File: config.mk
export PLATFORM = sky130hd
export DESIGN_NAME = carwash_timers_flat
export DESIGN_NICKNAME = d
export VERILOG_FILES = /design/src/rtl/carwash_pkg.sv /design/src/rtl/carwash_timers_if.sv /design/src/rtl/carwash_timer.sv /design/src/rtl/carwash_timers.sv /design/src/flat_wrapper.sv
export SDC_FILE = /design/constraint.sdc
export NUM_CORES = 1
export LEC_CHECK = 0
export CORE_MARGIN = 5
export CORE_UTILIZATION = 50
export DETAILED_ROUTE_END_ITERATION = 16
export MAX_ROUTING_LAYER = met4
export PLACE_DENSITY = 0.69
export SLEW_MARGIN = 5
export SYNTH_ARGS = -nofsm -noshare
export SYNTH_HDL_FRONTEND = slang
export SYNTH_SLANG_ARGS = --single-unit
File: constraint.sdc
create_clock -name clk -period 3.5 [get_ports clk]
set_input_delay 0.7 -clock clk [delete_from_list [all_inputs] [get_ports clk]]
set_output_delay 0.7 -clock clk [all_outputs]
set_load 0.005 [all_outputs]
File: src/rtl/carwash_pkg.sv
// ---------------------------------------------------------------------------
// carwash_pkg
// Items shared by the carwash timer block:
//   TW_DEFAULT    - default width of the time limits and tick counters
//   timer_state_e - per-timer state (idle / running / expired)
// ---------------------------------------------------------------------------
package carwash_pkg;

   localparam int TW_DEFAULT = 8;

   // T_IDLE : not armed since reset; never raises DONE on its own
   // T_RUN  : armed by a clear pulse, counting (or frozen by HOLD)
   // T_DONE : limit reached; counters frozen, DONE held high
   typedef enum logic [1:0] {
      T_IDLE = 2'd0,
      T_RUN  = 2'd1,
      T_DONE = 2'd2
   } timer_state_e;

endpackage : carwash_pkg

File: src/rtl/carwash_timers_if.sv
// ---------------------------------------------------------------------------
// carwash_timers_if
// Control/status bundle between the carwash controller and the timer block.
//   CLRT1, CLRT2           - clear/restart spray / rinse timer (active high)
//   HOLD                   - freeze both timers (door-open interlock)
//   SPRAY_TIME, RINSE_TIME - limits in ticks, sampled while CLRTx is high
//   T1DONE, T2DONE         - timer expired flags (level)
// master: controller side; slave: timer block side.
// ---------------------------------------------------------------------------
interface carwash_timers_if #(
   parameter int TW = carwash_pkg::TW_DEFAULT
);
   logic          CLRT1;
   logic          CLRT2;
   logic          HOLD;
   logic [TW-1:0] SPRAY_TIME;
   logic [TW-1:0] RINSE_TIME;
   logic          T1DONE;
   logic          T2DONE;

   modport master (
      output CLRT1, CLRT2, HOLD, SPRAY_TIME, RINSE_TIME,
      input  T1DONE, T2DONE
   );

   modport slave (
      input  CLRT1, CLRT2, HOLD, SPRAY_TIME, RINSE_TIME,
      output T1DONE, T2DONE
   );
endinterface : carwash_timers_if

File: src/rtl/carwash_timer.sv
// ---------------------------------------------------------------------------
// carwash_timer
// One prescaled tick timer with latched limit and registered DONE flag.
//   clk     - clock
//   rst_n   - asynchronous active-low reset
//   clr_i   - clear/restart; samples limit_i, arms the timer
//   hold_i  - freeze prescaler, tick counter and DONE
//   limit_i - limit in ticks (PRESCALE clk cycles per tick)
//   done_o  - high from the edge the tick count reaches the limit until
//             the next clear
// ---------------------------------------------------------------------------
module carwash_timer
   import carwash_pkg::*;
#(
   parameter int PRESCALE = 10,
   parameter int TW       = TW_DEFAULT
) (
   input  logic          clk,
   input  logic          rst_n,
   input  logic          clr_i,
   input  logic          hold_i,
   input  logic [TW-1:0] limit_i,
   output logic          done_o
);

   localparam logic [15:0] PRE_LAST = 16'(PRESCALE - 1);

   timer_state_e  state_q, state_d;
   logic [15:0]   pre_q, pre_d;
   logic [TW-1:0] cnt_q, cnt_d;
   logic [TW-1:0] lim_q, lim_d;
   logic          done_q, done_d;
   logic [TW-1:0] cnt_inc;

   assign cnt_inc = cnt_q + TW'(1);

   always_ff @(posedge clk or negedge rst_n) begin
      if (!rst_n) begin
         state_q <= T_IDLE;
         pre_q   <= '0;
         cnt_q   <= '0;
         lim_q   <= '0;
         done_q  <= 1'b0;
      end else begin
         state_q <= state_d;
         pre_q   <= pre_d;
         cnt_q   <= cnt_d;
         lim_q   <= lim_d;
         done_q  <= done_d;
      end
   end

   always_comb begin
      state_d = state_q;
      pre_d   = pre_q;
      cnt_d   = cnt_q;
      lim_d   = lim_q;
      done_d  = done_q;

      if (clr_i) begin
         // Clear wins over HOLD: restart from zero with a fresh limit.
         state_d = T_RUN;
         pre_d   = '0;
         cnt_d   = '0;
         lim_d   = limit_i;
         done_d  = 1'b0;
      end else if (!hold_i) begin
         case (state_q)
            T_RUN: begin
               if (lim_q == '0) begin
                  // Zero limit expires on the first free-running edge.
                  state_d = T_DONE;
                  done_d  = 1'b1;
               end else if (pre_q == PRE_LAST) begin
                  pre_d = '0;
                  cnt_d = cnt_inc;
                  // DONE is raised on the same edge the count reaches the
                  // limit, so latency is exactly PRESCALE*limit cycles.
                  if (cnt_inc == lim_q) begin
                     state_d = T_DONE;
                     done_d  = 1'b1;
                  end
               end else begin
                  pre_d = pre_q + 16'd1;
               end
            end
            // Idle and expired timers stay frozen until the next clear.
            default: ;
         endcase
      end
   end

   assign done_o = done_q;

endmodule : carwash_timer

File: src/rtl/carwash_timers.sv
// ---------------------------------------------------------------------------
// carwash_timers
// Spray (T1) and rinse (T2) timers for the carwash controller.
//   clk   - clock
//   CLR_N - asynchronous active-low reset
//   bus   - slave side of carwash_timers_if (CLRT1/2, HOLD, limits, DONEs)
// Two identical carwash_timer instances; HOLD fans out to both.
// ---------------------------------------------------------------------------
module carwash_timers
   import carwash_pkg::*;
#(
   parameter int PRESCALE = 10,
   parameter int TW       = TW_DEFAULT
) (
   input  logic             clk,
   input  logic             CLR_N,
   carwash_timers_if.slave  bus
);

   logic [1:0]    clr_w;
   logic [1:0]    done_w;
   logic [TW-1:0] limit_w [2];

   assign clr_w[0]   = bus.CLRT1;
   assign clr_w[1]   = bus.CLRT2;
   assign limit_w[0] = bus.SPRAY_TIME;
   assign limit_w[1] = bus.RINSE_TIME;

   for (genvar gi = 0; gi < 2; gi++) begin : g_timer
      carwash_timer #(
         .PRESCALE (PRESCALE),
         .TW       (TW)
      ) u_timer (
         .clk     (clk),
         .rst_n   (CLR_N),
         .clr_i   (clr_w[gi]),
         .hold_i  (bus.HOLD),
         .limit_i (limit_w[gi]),
         .done_o  (done_w[gi])
      );
   end

   assign bus.T1DONE = done_w[0];
   assign bus.T2DONE = done_w[1];

endmodule : carwash_timers
File: src/flat_wrapper.sv
// flat-port wrapper written by rule: the top's interface ports become plain ports
module carwash_timers_flat import carwash_pkg::*;
#(
   parameter int PRESCALE = 10,
   parameter int TW       = TW_DEFAULT
)
  (clk, CLR_N, bus_CLRT1, bus_CLRT2, bus_HOLD, bus_SPRAY_TIME, bus_RINSE_TIME, bus_T1DONE, bus_T2DONE);
  carwash_timers_if #(.TW(TW)) bus_i ();
  input  logic clk;
  input  logic CLR_N;
  input wire logic [$bits(bus_i.CLRT1)-1:0] bus_CLRT1;
  input wire logic [$bits(bus_i.CLRT2)-1:0] bus_CLRT2;
  input wire logic [$bits(bus_i.HOLD)-1:0] bus_HOLD;
  input wire logic [$bits(bus_i.SPRAY_TIME)-1:0] bus_SPRAY_TIME;
  input wire logic [$bits(bus_i.RINSE_TIME)-1:0] bus_RINSE_TIME;
  output wire logic [$bits(bus_i.T1DONE)-1:0] bus_T1DONE;
  output wire logic [$bits(bus_i.T2DONE)-1:0] bus_T2DONE;
  assign bus_i.CLRT1 = bus_CLRT1;
  assign bus_i.CLRT2 = bus_CLRT2;
  assign bus_i.HOLD = bus_HOLD;
  assign bus_i.SPRAY_TIME = bus_SPRAY_TIME;
  assign bus_i.RINSE_TIME = bus_RINSE_TIME;
  assign bus_T1DONE = bus_i.T1DONE;
  assign bus_T2DONE = bus_i.T2DONE;
  carwash_timers #(.PRESCALE(PRESCALE), .TW(TW)) u_core (.clk(clk), .CLR_N(CLR_N), .bus(bus_i));
endmodule
==> results.rst <==
.. list-table::
   :header-rows: 1

   * - Metric
     - Value
   * - N_diodes
     - 0
   * - Yosys warning count
     - 0
   * - Kind of start point of the critical path
     - input port
   * - Pwr per Cell Area
     - 366 nW/um2
   * - Global-route wire length before repair
     - 13900 um
   * - Average routed wire per standard cell
     - 15.4 um
   * - Number of setup violations in the final report
     - 0
   * - Sequential-to-total area share from yosys stat
     - 44.3%
   * - FFs w/ async S/R, synth
     - 100%
   * - Worst slack at placement
     - 0.576 ns
   * - Classification of the worst-slack hold path
     - input port to asynchronous set/reset pin
   * - Detailed-route vias per instance
     - 5.81
   * - Final HPWL DP
     - 5510 um
   * - Number of hold-repair buffers added at the cts stage
     - 0
   * - Post-cts resize count
     - 0
   * - CTS HTree Levels
     - 3
   * - Data arrival, critical path
     - 2.87 ns
   * - Post-Syn Area
     - 3840 um2
   * - Average cell area after synthesis
     - 9.99 um2
   * - Hold Slack
     - 0.438 ns
   * - Number of pins exceeding their max-slew limit in the final report
     - 0
   * - Most frequently used cell type in the post-synthesis netlist
     - dfrtp_1
   * - Growth of design area from synthesis to finish
     - 13.4%
   * - Reg-to-reg critical path endpoint
     - u_core.g_timer[1].u_timer.pre_q[4]
   * - #FFs+latches synth
     - 68
   * - CTS max path bufs
     - 2
   * - Antenna-violating nets left
     - 0
   * - Total of buffers placed on input and output ports
     - 22
   * - Insertion delay of the later-clocked pin in the worst-skew pair
     - 0.34 ns
   * - Leak pwr
     - 1.76 nW
   * - EDFF count, synth
     - 0
   * - Commonest cells in the synthesized netlist
     - dfrtp_1 (68), nor2_1 (36), xor2_1 (27)
   * - Library cell with the largest summed area after synthesis
     - dfrtp_1
   * - R2r setup slk
     - 1.15 ns
   * - Worst clock skew on the final layout
     - 0.00394 ns
   * - Overall via count from detail_route
     - 2986
   * - Clock buffers created by TritonCTS
     - 9
   * - Fraction of final layout cells sized beyond drive strength 1
     - 12.4%
   * - Crit-path max FO
     - 13
   * - Drt pass-1 iters
     - 4
   * - Area of the die
     - 9530 um2
   * - Cells after synthesis
     - 384
   * - Maximum number of pins on one net before global-route repair
     - 36
   * - Weighted congestion reported at the end of routability-driven placement
     - 0.870
   * - Clock tree sinks
     - 68
   * - Overall die height
     - 97.6 um
   * - R2R cell count
     - 5
   * - RSZ-0062 raised after global routing
     - no
   * - Setup TNS
     - 0 ns
   * - Max-cap violation count
     - 0
   * - Via count of the first global-routing pass
     - 2890
   * - Area contributors post-synth
     - dfrtp_1 (44%), xor2_1 (6.2%), mux2_2 (5.0%)
   * - Antenna violations before repair
     - 0
   * - Worst slew margin relative to its limit
     - 46.7%
   * - Number of remaining DRC errors
     - 0
   * - Top FF cell, synth
     - dfrtp_1
   * - Post-CTS Setup Bufs
     - 0
   * - Final net count
     - 434
   * - Number of distinct library cell variants in the gate-level netlist after synthesis
     - 57
   * - Outcome
     - complete, no violations
   * - Effective utilization at floorplan
     - 50.4%
   * - Nature of the critical path endpoint
     - flop
   * - Aggregate global routing overflow
     - 0
   * - CP Data Required Time
     - 3.76 ns
   * - Clock-pin slew reported for the worst setup and hold paths after clock tree synthesis
     - 0.07 ns
   * - Total detailed-routing wirelength
     - 7920 um
   * - Clock tree root buffer cell
     - clkbuf_8
   * - Part of the cycle the worst path needs
     - 74.4%
   * - First DRT Iteration DRCs
     - 105
   * - I/O pin cnt
     - 23
   * - Fin worst setup slack
     - 0.896 ns
   * - Clock tree from TritonCTS
     - built
   * - Final hold violations
     - 0
   * - Crit path time final
     - 2.60 ns
   * - Area share of the largest cell type after synthesis
     - 44.3%
   * - Total routing usage reported by global routing
     - 18.1%
   * - Core region area
     - 7610 um2
   * - Peak Freq
     - 384 MHz
   * - VDD IR-drop max
     - 0.209 mV
   * - Critical path type
     - input port to flop
   * - Die extent in x
     - 97.6 um
   * - Row count
     - 32
   * - Reg-to-Reg Start
     - u_core.g_timer[1].u_timer.pre_q[6]
   * - Number of nets in the synthesized netlist
     - 411
   * - Tightest Pin Transition
     - 0.799 ns
==> per-layer routing <==
layer,global-route usage (%),wire (um),up-vias
met5,-,0,-
met4,5.86,140,0
met3,4.52,252,15
met2,27.5,3700,49
met1,23.9,3830,1483
li1,-,-,1439
==> cells by family after synthesis <==
group                    Yosys count  synth area share [%]
adder cells (fa/ha/maj)            6                  1.96
AO/OA/AOI/OAI                     72                  12.3
multiplexers                      20                  5.77
XOR/XNOR                          48                  11.3
AND/OR/NAND/NOR                  147                  21.5
buffers and inverters             23                  2.80
flip-flops                        68                  44.3
==> worst max-delay path, cell delays in order <==
cell             delay [ns]
clkdlybuf4s50_1        0.48
nor3b_1                0.23
buf_4                  0.16
o21a_1                 0.45
o211ai_2               0.23
or4_1                  0.45
a21oi_1                0.16
==> power breakdown <==
part | leakage (nW) | internal [W] | switching (W)
sequential | 0.901 | 0.000808 | 0.0000276
clock | 0.0937 | 0.000315 | 0.000282
combinational | 0.762 | 0.0000784 | 0.0000787
total | 1.76 | 0.00120 | 0.000389
==> per-stage QoR <==
stage	instances	util (%)	total power [W]	area, um2
after global placement	498	54.8	0.00100	4170
after floorplan	384	-	0.000941	3840
after global routing	514	57.2	0.00168	4350
after detailed placement	498	54.8	0.00101	4170
after CTS	514	57.2	0.00162	4350
final	514	57.2	0.00159	4350
==> placed cells by master, fill, tap and decap left out, drive strengths merged, types with 7 or more instances in the layout <==
cell type,count
nand2,22
nand3,19
clkbuf,15
mux2,17
buf,7
xor2,27
or4,8
xnor2,20
inv,7
nor2,36
o21ai,20
a21oi,22
or3,13
dfrtp,68
and3,9
o2111ai,8
clkdlybuf4s50,21
==> layout make-up <==
type	count	area [um2]
multi-input combinational	293	2040
clock inverter	1	5.00
sequential	68	1700
fill	677	3260
tap	102	128
inverter	7	26.3
timing repair buffer	28	273
clock buffer	15	176
==> how the worst max path moves through the flow <==
stage | startpoint | end | cells after the start
3_5_place_dp | bus_HOLD | u_core.g_timer[0].u_timer.pre_q[15] | 7
2_1_floorplan | bus_HOLD | u_core.g_timer[0].u_timer.state_q[0] | 5
6_report | bus_HOLD | u_core.g_timer[0].u_timer.pre_q[15] | 7
3_3_place_gp | bus_HOLD | u_core.g_timer[0].u_timer.pre_q[15] | 7
5_1_grt | bus_HOLD | u_core.g_timer[0].u_timer.pre_q[15] | 7
4_1_cts | bus_HOLD | u_core.g_timer[0].u_timer.pre_q[15] | 7
==> flip-flops by register name (all words and copies together) (netlist names) <==
register,cells
u_core.g_timer.u_timer.state_q,3
u_core.g_timer.u_timer.pre_q,32
u_core.g_timer.u_timer.cnt_q,16
u_core.g_timer.u_timer.lim_q,16
u_core.g_timer.u_timer.done_o,1
No activity file was read; power rests on OpenSTA's default activity.
